===== src/rtl/fetch_stage_pkg.sv =====
// Shared core package: IF/ID bundle, fetch FSM states, reset PC.
// FETCH_MISALIGN_TRAP_EN adds the exception fields and the HALT state.
package fetch_stage_pkg;

    localparam logic [31:0] RESET_PC_DEFAULT = 32'h0000_0000;

`ifdef FETCH_MISALIGN_TRAP_EN
    typedef enum logic [1:0] {
        FS_BOOT = 2'd0,
        FS_RUN  = 2'd1,
        FS_HALT = 2'd2
    } fetch_state_e;
`else
    typedef enum logic [1:0] {
        FS_BOOT = 2'd0,
        FS_RUN  = 2'd1
    } fetch_state_e;
`endif

    typedef struct packed {
        logic [31:0] pc;
        logic [31:0] pc_plus4;
        logic        valid;
`ifdef FETCH_MISALIGN_TRAP_EN
        logic        exc_valid;
        logic [31:0] exc_tval;
`endif
    } if_id_t;

endpackage


===== src/rtl/fetch_stage.sv =====
// Instruction fetch stage: PC register, next-PC mux and boot/run FSM.
// FETCH_MISALIGN_TRAP_EN: misaligned redirect targets park the stage in HALT.
module fetch_stage
    import fetch_stage_pkg::*;
#(
    parameter logic [31:0] RESET_PC = RESET_PC_DEFAULT
) (
    input  logic        clk,
    input  logic        rst_n,
    input  logic        stall_i,
    input  logic        redirect_i,
    input  logic [31:0] redirect_pc_i,
    output logic [31:0] imem_addr_o,
    output logic        imem_en_o,
    output if_id_t      fetch_o
);

    fetch_state_e r_state;
    fetch_state_e w_state_nxt;
    logic [31:0]  r_pc;
    logic [31:0]  w_pc_nxt;
    logic [31:0]  w_pc_plus4;
    logic [31:0]  w_redir_pc;
    logic         w_valid;
    logic         w_en;
    logic         w_exc;

    assign w_pc_plus4 = r_pc + 32'd4;

`ifdef FETCH_MISALIGN_TRAP_EN
    logic w_misalign;
    assign w_misalign = |redirect_pc_i[1:0];
    assign w_redir_pc = redirect_pc_i;
`else
    assign w_redir_pc = {redirect_pc_i[31:2], 2'b00};
`endif

    // State and PC register; reset beats every other input.
    always_ff @(posedge clk) begin
        if (!rst_n) begin
            r_state <= FS_BOOT;
            r_pc    <= RESET_PC;
        end else begin
            r_state <= w_state_nxt;
            r_pc    <= w_pc_nxt;
        end
    end

    // Next state, next PC and per-state outputs; redirect overrides stall.
    always_comb begin
        w_state_nxt = r_state;
        w_pc_nxt    = r_pc;
        w_valid     = 1'b0;
        w_en        = 1'b0;
        w_exc       = 1'b0;
        unique case (r_state)
            FS_BOOT: begin
                w_state_nxt = FS_RUN;
            end
            FS_RUN: begin
                w_en    = !stall_i && !redirect_i;
                w_valid = !redirect_i;
                if (!stall_i) begin
                    w_pc_nxt = w_pc_plus4;
                end
            end
`ifdef FETCH_MISALIGN_TRAP_EN
            FS_HALT: begin
                w_valid = !redirect_i;
                w_exc   = !redirect_i;
            end
`endif
            default: begin
                w_state_nxt = FS_BOOT;
            end
        endcase
        if (redirect_i) begin
            w_pc_nxt    = w_redir_pc;
            w_state_nxt = FS_RUN;
`ifdef FETCH_MISALIGN_TRAP_EN
            if (w_misalign) begin
                w_state_nxt = FS_HALT;
            end
`endif
        end
        if (!rst_n) begin
            w_valid = 1'b0;
            w_en    = 1'b0;
            w_exc   = 1'b0;
        end
    end

    // Outputs are a pure function of the PC register and FSM decode.
    always_comb begin
        fetch_o          = '0;
        fetch_o.pc       = r_pc;
        fetch_o.pc_plus4 = w_pc_plus4;
        fetch_o.valid    = w_valid;
`ifdef FETCH_MISALIGN_TRAP_EN
        fetch_o.exc_valid = w_exc;
        fetch_o.exc_tval  = w_exc ? r_pc : 32'd0;
`endif
    end

    assign imem_addr_o = r_pc;
    assign imem_en_o   = w_en;

`ifndef FETCH_MISALIGN_TRAP_EN
    logic w_unused;
    assign w_unused = w_exc ^ redirect_pc_i[1] ^ redirect_pc_i[0];
`endif

endmodule


===== config.mk =====
export PLATFORM = sky130hd
export DESIGN_NAME = fetch_stage
export DESIGN_NICKNAME = d
export VERILOG_FILES = /design/src/rtl/fetch_stage_pkg.sv /design/src/rtl/fetch_stage.sv
export SDC_FILE = /design/constraint.sdc
export NUM_CORES = 1
export LEC_CHECK = 0
export ABC_AREA = 1
export CORE_MARGIN = 1.5
export CORE_UTILIZATION = 40
export CTS_CLUSTER_SIZE = 24
export DETAILED_ROUTE_END_ITERATION = 8
export PLACE_DENSITY = 0.82
export SYNTH_ARGS = -nofsm -noshare
export SYNTH_HDL_FRONTEND = slang
export SYNTH_SLANG_ARGS = --single-unit

===== constraint.sdc =====
create_clock -name clk -period 1.9 [get_ports clk]
set_clock_uncertainty 0.2 [all_clocks]
set_input_delay 0.19 -clock clk [delete_from_list [all_inputs] [get_ports clk]]
set_output_delay 0.19 -clock clk [all_outputs]
set_load 0.02 [all_outputs]

[After elaboration in Yosys (flattened, before gate mapping)]
Index checks and enable logic that the tools add are counted.
Storage, ports and cells
  bits in registers: 34
  bits of input ports: 36
  logic and storage cells: 27
Operators by class
  add/subtract/negate cells: 1
  eq/ne operators: 3
  mux-type cells: 9
  bitwise gates (word level): 2
  reduce and logical (&&, ||, !) cells: 8
Operator list (number)
  $mux W32: 3
  $add A32 B3 Y32 const B: 1
  $mux W1: 5
  $pmux W2 S2: 1
  $reduce_and A2 Y1: 2
  $eq A2 B1 Y1 const B: 1
  $logic_not A1 Y1: 2
  $logic_not A2 Y1: 1
  $ne A2 B1 Y1 const B: 1
  $ne A2 B2 Y1 const B: 1
  $not A1 Y1: 2
  $reduce_bool A2 Y1: 1
  $reduce_or A2 Y1: 1
  $logic_and A1 B1 Y1: 1

[Depth between registers and ports, before layout]
Gate-level depths: netlist (run 1).
  word-level depth: 4
  depth in mapped cells: 10

[Worst setup path before layout (run 1)]
Ideal clock, no wire load.
  path type: register to register
  start point: register r_pc[2], in the netlist imem_addr_o[2]
  end point: register r_pc[21], in the netlist imem_addr_o[21]
  library setup time: 0.059 ns
  data arrival time: 1.753 ns
  slack: -0.112 ns
  stages on the path, launching flop included: 9
  buffers on the path: 0
  clock period less this slack: 2.012 ns
  path through: dfxtp_1 > inv_1 > nor2_2 > nand2_2 > nor2_4 > nand3_1 > xor2_1 > nand2_1 > nand2_1
RTL lines
  from (decl): RTL line fetch_stage.sv:20  | logic [31:0] r_pc;
  from (signal assigned): RTL line fetch_stage.sv:45  | r_pc <= w_pc_nxt;

==> run summary, run 1 <==
cell area power density = 465 nW/um^2
reg2reg setup slack = -0.09 ns
Inst Count DP = 630
worst hold start = redirect_pc_i[3]
grt total ovfl = 0
CP Capture Type = primary output
PortBufs = 125
Die ar. = 6770 sq um
H-tree levels = 2
total power = 0.00217 W
Hold Crit Endpoint = imem_addr_o[3]$_SDFFE_PN0P_
clock slew at reported path FFs = 0.07 ns
Sum Neg Setup Slack = -4.02 ns
wire length per cell = 14.8 microns
Synth Area per Inst = 6.25 sq um
EDFF count, synth = 0
worst hold path type = primary input to register
Area after DPL = 4110 sq um
worst-path maximum fanout = 4
antenna violations before repair = 0
CTS Hold Bufs = 0
DIE WIDTH = 82.3 microns
final worst-path cycle share = 112%
area grow syn2layout = 85.2%
IO Count = 134
Worst Setup Start Kind = register
Residual DRC = 0
n_diodes = 0
worst-skew pair later-pin latency = 0.29 ns
Data required, critical path = 1.51 ns
Lkg Pwr = 2.20 nW
Final Slew Violations = 0
pin count of the biggest net entering global routing = 23
adder-cell area share of the yosys netlist = 0.498%
clock sink count = 31
CTS tree = built
final setup margin = -0.224 ns
Layout Nets = 615
final setup fails = 27
chip height = 82.3 microns
row count = 28
Post-Layout Cell Count = 654
Worst VDD drop = 0.312 mV
root buffer cell = clkbuf_8
sequential share of the synthesized area = 24.7%
cts bufs inserted = 5
Mapped Area = 2510 sq um
Synth warnings = 0
violated checks = negative setup slack
xor and xnor fraction of the mapped netlist area = 7.07%
Crit Path Class = register to primary output
RSZ-0062 raised after global routing = yes
Max Clock Freq = 0.471 GHz
vias in the first global route = 3103
post-route ant nets = 0
Synth cell types = 27
mux share of post-synthesis cell area = 0%
DP HPWL = 6700 microns
r2r endpoint = imem_addr_o[29]$_SDFFE_PN0P_
main combinational cell family by area after synthesis = simple AND/OR/NAND/NOR gates
hold depth = 3
iteration count of the initial detailed-routing pass = 5
asr flop ratio synth = 0%
Final Critical Period = 2.12 ns
number of synthesized register bits = 31
DRT iter0 DRCs = 152
outcome = finished with violations
clock buffer depth = 2
final wirelength = 9710 microns
final instance area = 4660 sq um
worst reg-to-reg path cell count = 14
max_cap viols = 0
Core ar. = 5990 sq um
simple-gate share of the synthesized area = 37.2%
DR vias/cell = 5.00
Primary FF master, synth = dfxtp_1
routed vias = 3267
worst r2r src = imem_addr_o[2]$_SDFFE_PN0P_
Mapped Cells = 402
Hold Vio Cnt, Final = 0
final core occ = 77.7%
first-pass GRT wire length = 14400 microns
RePlAce Congestion = 0.842
Initial Utilization = 42.0%
Tot GR Track Use = 27.8%
CP arrival = 1.73 ns
ratio of cells with drive above 1 in the final layout = 36.6%
compound-gate portion of the synthesized area = 10.6%
worst max path at each step:
stage	from	to	slack, ns	depth (start not counted)
2_1_floorplan	imem_addr_o[2]$_SDFFE_PN0P_	fetch_o[23]	0.04	8
3_3_place_gp	imem_addr_o[3]$_SDFFE_PN0P_	fetch_o[22]	-0.32	8
3_5_place_dp	imem_addr_o[3]$_SDFFE_PN0P_	fetch_o[31]	-0.37	9
4_1_cts	imem_addr_o[3]$_SDFFE_PN0P_	fetch_o[22]	-0.23	8
5_1_grt	imem_addr_o[3]$_SDFFE_PN0P_	fetch_o[23]	-0.29	9
6_report	imem_addr_o[3]$_SDFFE_PN0P_	fetch_o[23]	-0.22	9
worst max-delay path, cell delays in order, from the launching register on:
cell and delay [ns]:
dfxtp_4 0.37, ha_4 0.15, nand2_4 0.06, nor2_4 0.15
nand2_4 0.10, nor2_4 0.18, nand2_2 0.10, xor2_2 0.15
inv_1 0.07, buf_6 0.13
cell usage after synthesis (3+ instances only):
library cell / n / share of area [%]
buf_4: 38 / 11
a22o_1: 5 / 1.7
and2_1: 6 / 1.5
xnor2_1: 3 / 1.0
nand2_2: 6 / 1.5
clkbuf_1: 8 / 1.2
inv_1: 45 / 6.7
nor2_1: 26 / 3.9
buf_2: 3 / 0.60
nand3_1: 17 / 3.4
nor2_4: 6 / 2.7
a31oi_1: 9 / 2.2
dfxtp_1: 31 / 25
xor2_1: 8 / 2.8
nor2_2: 3 / 0.75
a21oi_1: 14 / 2.8
o21ai_0: 18 / 3.6
nor3_1: 3 / 0.60
nand4_1: 3 / 0.75
xor2_2: 5 / 3.2
nand2_1: 138 / 21
sequential cells by signal, summed over array words and instances, names as in the netlist:
signal       cells
imem_addr_o     30
r_state          1
kinds of logic (layout without fill, tap and decap cells):
kind of cell    Yosys count  count (layout)
simple gates            212             212
buf+inv                  94             266
compound gates           47              47
flops                    31              31
xor+xnor                 16              16
fa+ha+maj                 1               1
other cells               1               6
where the power goes:
part / internal [W] / switching (W) / total [W]
Combinational: 0.000414 / 0.000423 / 0.000836
Clock: 0.000331 / 0.000262 / 0.000593
Sequential: 0.000692 / 0.0000439 / 0.000736
Total: 0.00144 / 0.000729 / 0.00217
final cells by class:
type	instances	area [sq um]
repair buffers	213	1960
multi-input cells	282	1680
fillers	403	1340
flip-flops and latches	31	647
inverters	45	169
clock buffers	8	100
well taps	75	93.8
placed cells by master, fill, tap and decap left out, types with 7 or more instances in the layout:
master,instances
a21oi_1,12
buf_4,83
nand3_1,13
inv_1,41
clkdlybuf4s50_1,84
dlymetal6s2s_1,7
nand2_2,20
o21ai_0,17
nor2_2,7
clkbuf_8,7
xor2_2,8
dfxtp_2,12
a31oi_1,9
nand2_1,120
dfxtp_1,16
nor2_1,18
buf_6,29
nor2_4,10
per-stage QoR:
| step | hold slack [ns] | setup slack [ns] |
|---|---|---|
| floorplan | 0.0804 | 0.0426 |
| global placement | 0.374 | -0.323 |
| detailed placement | 0.392 | -0.370 |
| CTS | 0.270 | -0.234 |
| global route | 0.288 | -0.288 |
| finish | 0.267 | -0.224 |
metal layers:
metal	track usage [%]	part of all wire, %	up-vias
met2	50.2	51	151
met4	9.49	2.4	0
met5	0	0	-
li1	-	-	1548
met1	32.5	40	1541
met3	5.38	6.4	27
timing repair:
| item | 4_1_cts | 5_1_grt |
|---|---|---|
| setup buffers | 9 | 10 |
| setup endpoints to repair | 32 | 42 |
| cloned | 0 | 0 |
| resized for setup | 193 | 67 |
| pin swaps | 28 | 29 |
Note: power is estimated with default switching activity, not from simulation.
==> run 2: changes to the inputs <==
CORE_UTILIZATION = 43   (was 40)
PLACE_DENSITY = 0.87   (was 0.82)
clock period = 2.66 ns   (was 1.9 ns; I/O delays follow)
==> run 2 against run 1 <==
  * The flow now finishes without violations
  * Combinational power decreased by 43%
  * Via count shrank 13%
  * First-iteration DRC count grew 13%
  * Clock power fell by 39%
  * Clock-buffer cell count fell by 1
  * Worst hold slack improved by 0.070 ns
  * Register-to-register slack improved by 0.99 ns
  * Die area down 6.7%
  * Sequential share of layout area rose by 2.8 points
  * Cell count is 12% lower
  * Critical path type unchanged
==> run summary, run 2 (synthesized netlist as in run 1, its figures left out) <==
outcome = complete, no violations
cts bufs inserted = 5
Die ar. = 6310 sq um
clock sink count = 31
Crit Path Class = register to primary output
Largest register FFs = 30
clock buffer depth = 2
CTS Hold Bufs = 0
register area = 628 sq um
n_diodes = 0
post-route ant nets = 0
Final Critical Period = 2.56 ns
area of the multi-input gates = 1420 sq um
IO Count = 134
fillcell total = 494
row count = 27
hold depth = 2
Tot GR Track Use = 24.1%
Sum Neg Setup Slack = 0 ns
area grow syn2layout = 49.5%
reg2reg setup slack = 0.90 ns
CP Capture Type = primary output
final wirelength = 7640 microns
Worst VDD drop = 0.339 mV
DP HPWL = 5920 microns
cell area power density = 365 nW/um^2
worst reg-to-reg path cell count = 8
Residual DRC = 0
Place WS = 0.200 ns
Worst Setup Start Kind = register
antenna violations before repair = 0
Hold Vio Cnt, Final = 0
DIE WIDTH = 79.5 microns
chip height = 79.5 microns
final core occ = 67.4%
hold_ws = 0.336 ns
clock slew at reported path FFs = 0.07 ns
Lkg Pwr = 1.71 nW
Data required, critical path = 2.19 ns
commonest cells after routing, fill and taps aside = nand2_1 (138), clkdlybuf4s50_1 (107), inv_1 (45)
Max Clock Freq = 0.391 GHz
PortBufs = 125
routed vias = 2836
ratio of cells with drive above 1 in the final layout = 9.52%
total power = 0.00137 W
Initial Utilization = 45.1%
wire length per cell = 13.3 microns
worst-path maximum fanout = 4
DR vias/cell = 4.92
Core ar. = 5570 sq um
H-tree levels = 2
RSZ-0062 raised after global routing = no
RePlAce Congestion = 0.923
root buffer cell = clkbuf_8
worst-skew pair later-pin latency = 0.28 ns
vias in the first global route = 2726
pin count of the biggest net entering global routing = 33
first-pass GRT wire length = 12200 microns
final setup fails = 0
CTS tree = built
iteration count of the initial detailed-routing pass = 5
final worst-path cycle share = 96.2%
Final Slew Violations = 0
worst hold path type = register to register
Layout Nets = 540
CP arrival = 2.09 ns
final setup margin = 0.101 ns
commonest non-fill, non-tap cell in the layout = nand2_1
max_cap viols = 0
DRT iter0 DRCs = 171
grt total ovfl = 0
==> run 2: cell count changes in the layout (fill, tap and decap cells not counted), sizes merged <==
| cell | delta |
|---|---|
| buf | -104 |
| clkbuf | -1 |
| clkdlybuf4s50 | +23 |
| clkinv | +1 |
| dlygate4sd2 | +1 |
| dlymetal6s2s | +5 |
==> run 2: layer usage <==
metal	vias to the layer above	track usage (%)	wire length, microns
met3	8	5.03	580
met4	0	5.61	82
met2	127	43.6	3830
met1	1297	29.0	3140
met5	-	0	0
li1	1404	-	-
==> run 2: per-stage QoR <==
stage	instance area (sq um)	std cells
6_report	3760	576
3_3_place_gp	3630	567
4_1_cts	3710	575
5_1_grt	3760	576
2_1_floorplan	2530	407
3_5_place_dp	3630	567
==> run 2: what timing repair did <==
item                                   in CTS  in global routing
pin swaps                                   0                  1
gates resized for setup                    10                 15
endpoints found under the hold margin       0                  0
setup endpoints to repair                   6                 12
setup buffers                               0                  1
gates cloned                                0                  0
==> run 2: power by group <==
part / internal, W / switching [W] / total (W)
Sequential: 0.000494 / 0.0000436 / 0.000537
Combinational: 0.000226 / 0.000247 / 0.000473
Clock: 0.000184 / 0.000179 / 0.000362
==> run 2: final cells by class <==
cell class              count  area share, %
clock buffers               7           2.03
clock inverters             1          0.133
inverters                  45           4.49
multi-input cells         282           37.7
flip-flops and latches     31           16.7
well taps                  72           2.40
repair buffers            138           36.5
==> run 2: worst paths after layout <==
check,from,endpoint
worst max-delay path,imem_addr_o[2]$_SDFFE_PN0P_,fetch_o[15]
worst min register to register,imem_addr_o[7]$_SDFFE_PN0P_,imem_addr_o[7]$_SDFFE_PN0P_
worst min-delay path,imem_addr_o[7]$_SDFFE_PN0P_,imem_addr_o[7]$_SDFFE_PN0P_
worst max register to register,imem_addr_o[2]$_SDFFE_PN0P_,imem_addr_o[22]$_SDFFE_PN0P_
==> run 2: critical path: stages, from the launching register on <==
cell and delay (ns):
dfxtp_1 0.34, ha_1 0.23, nand2_2 0.09, nor2_4 0.13, nand2_4 0.11, nor2_4 0.14, xor2_2 0.15, clkdlybuf4s50_1 0.62
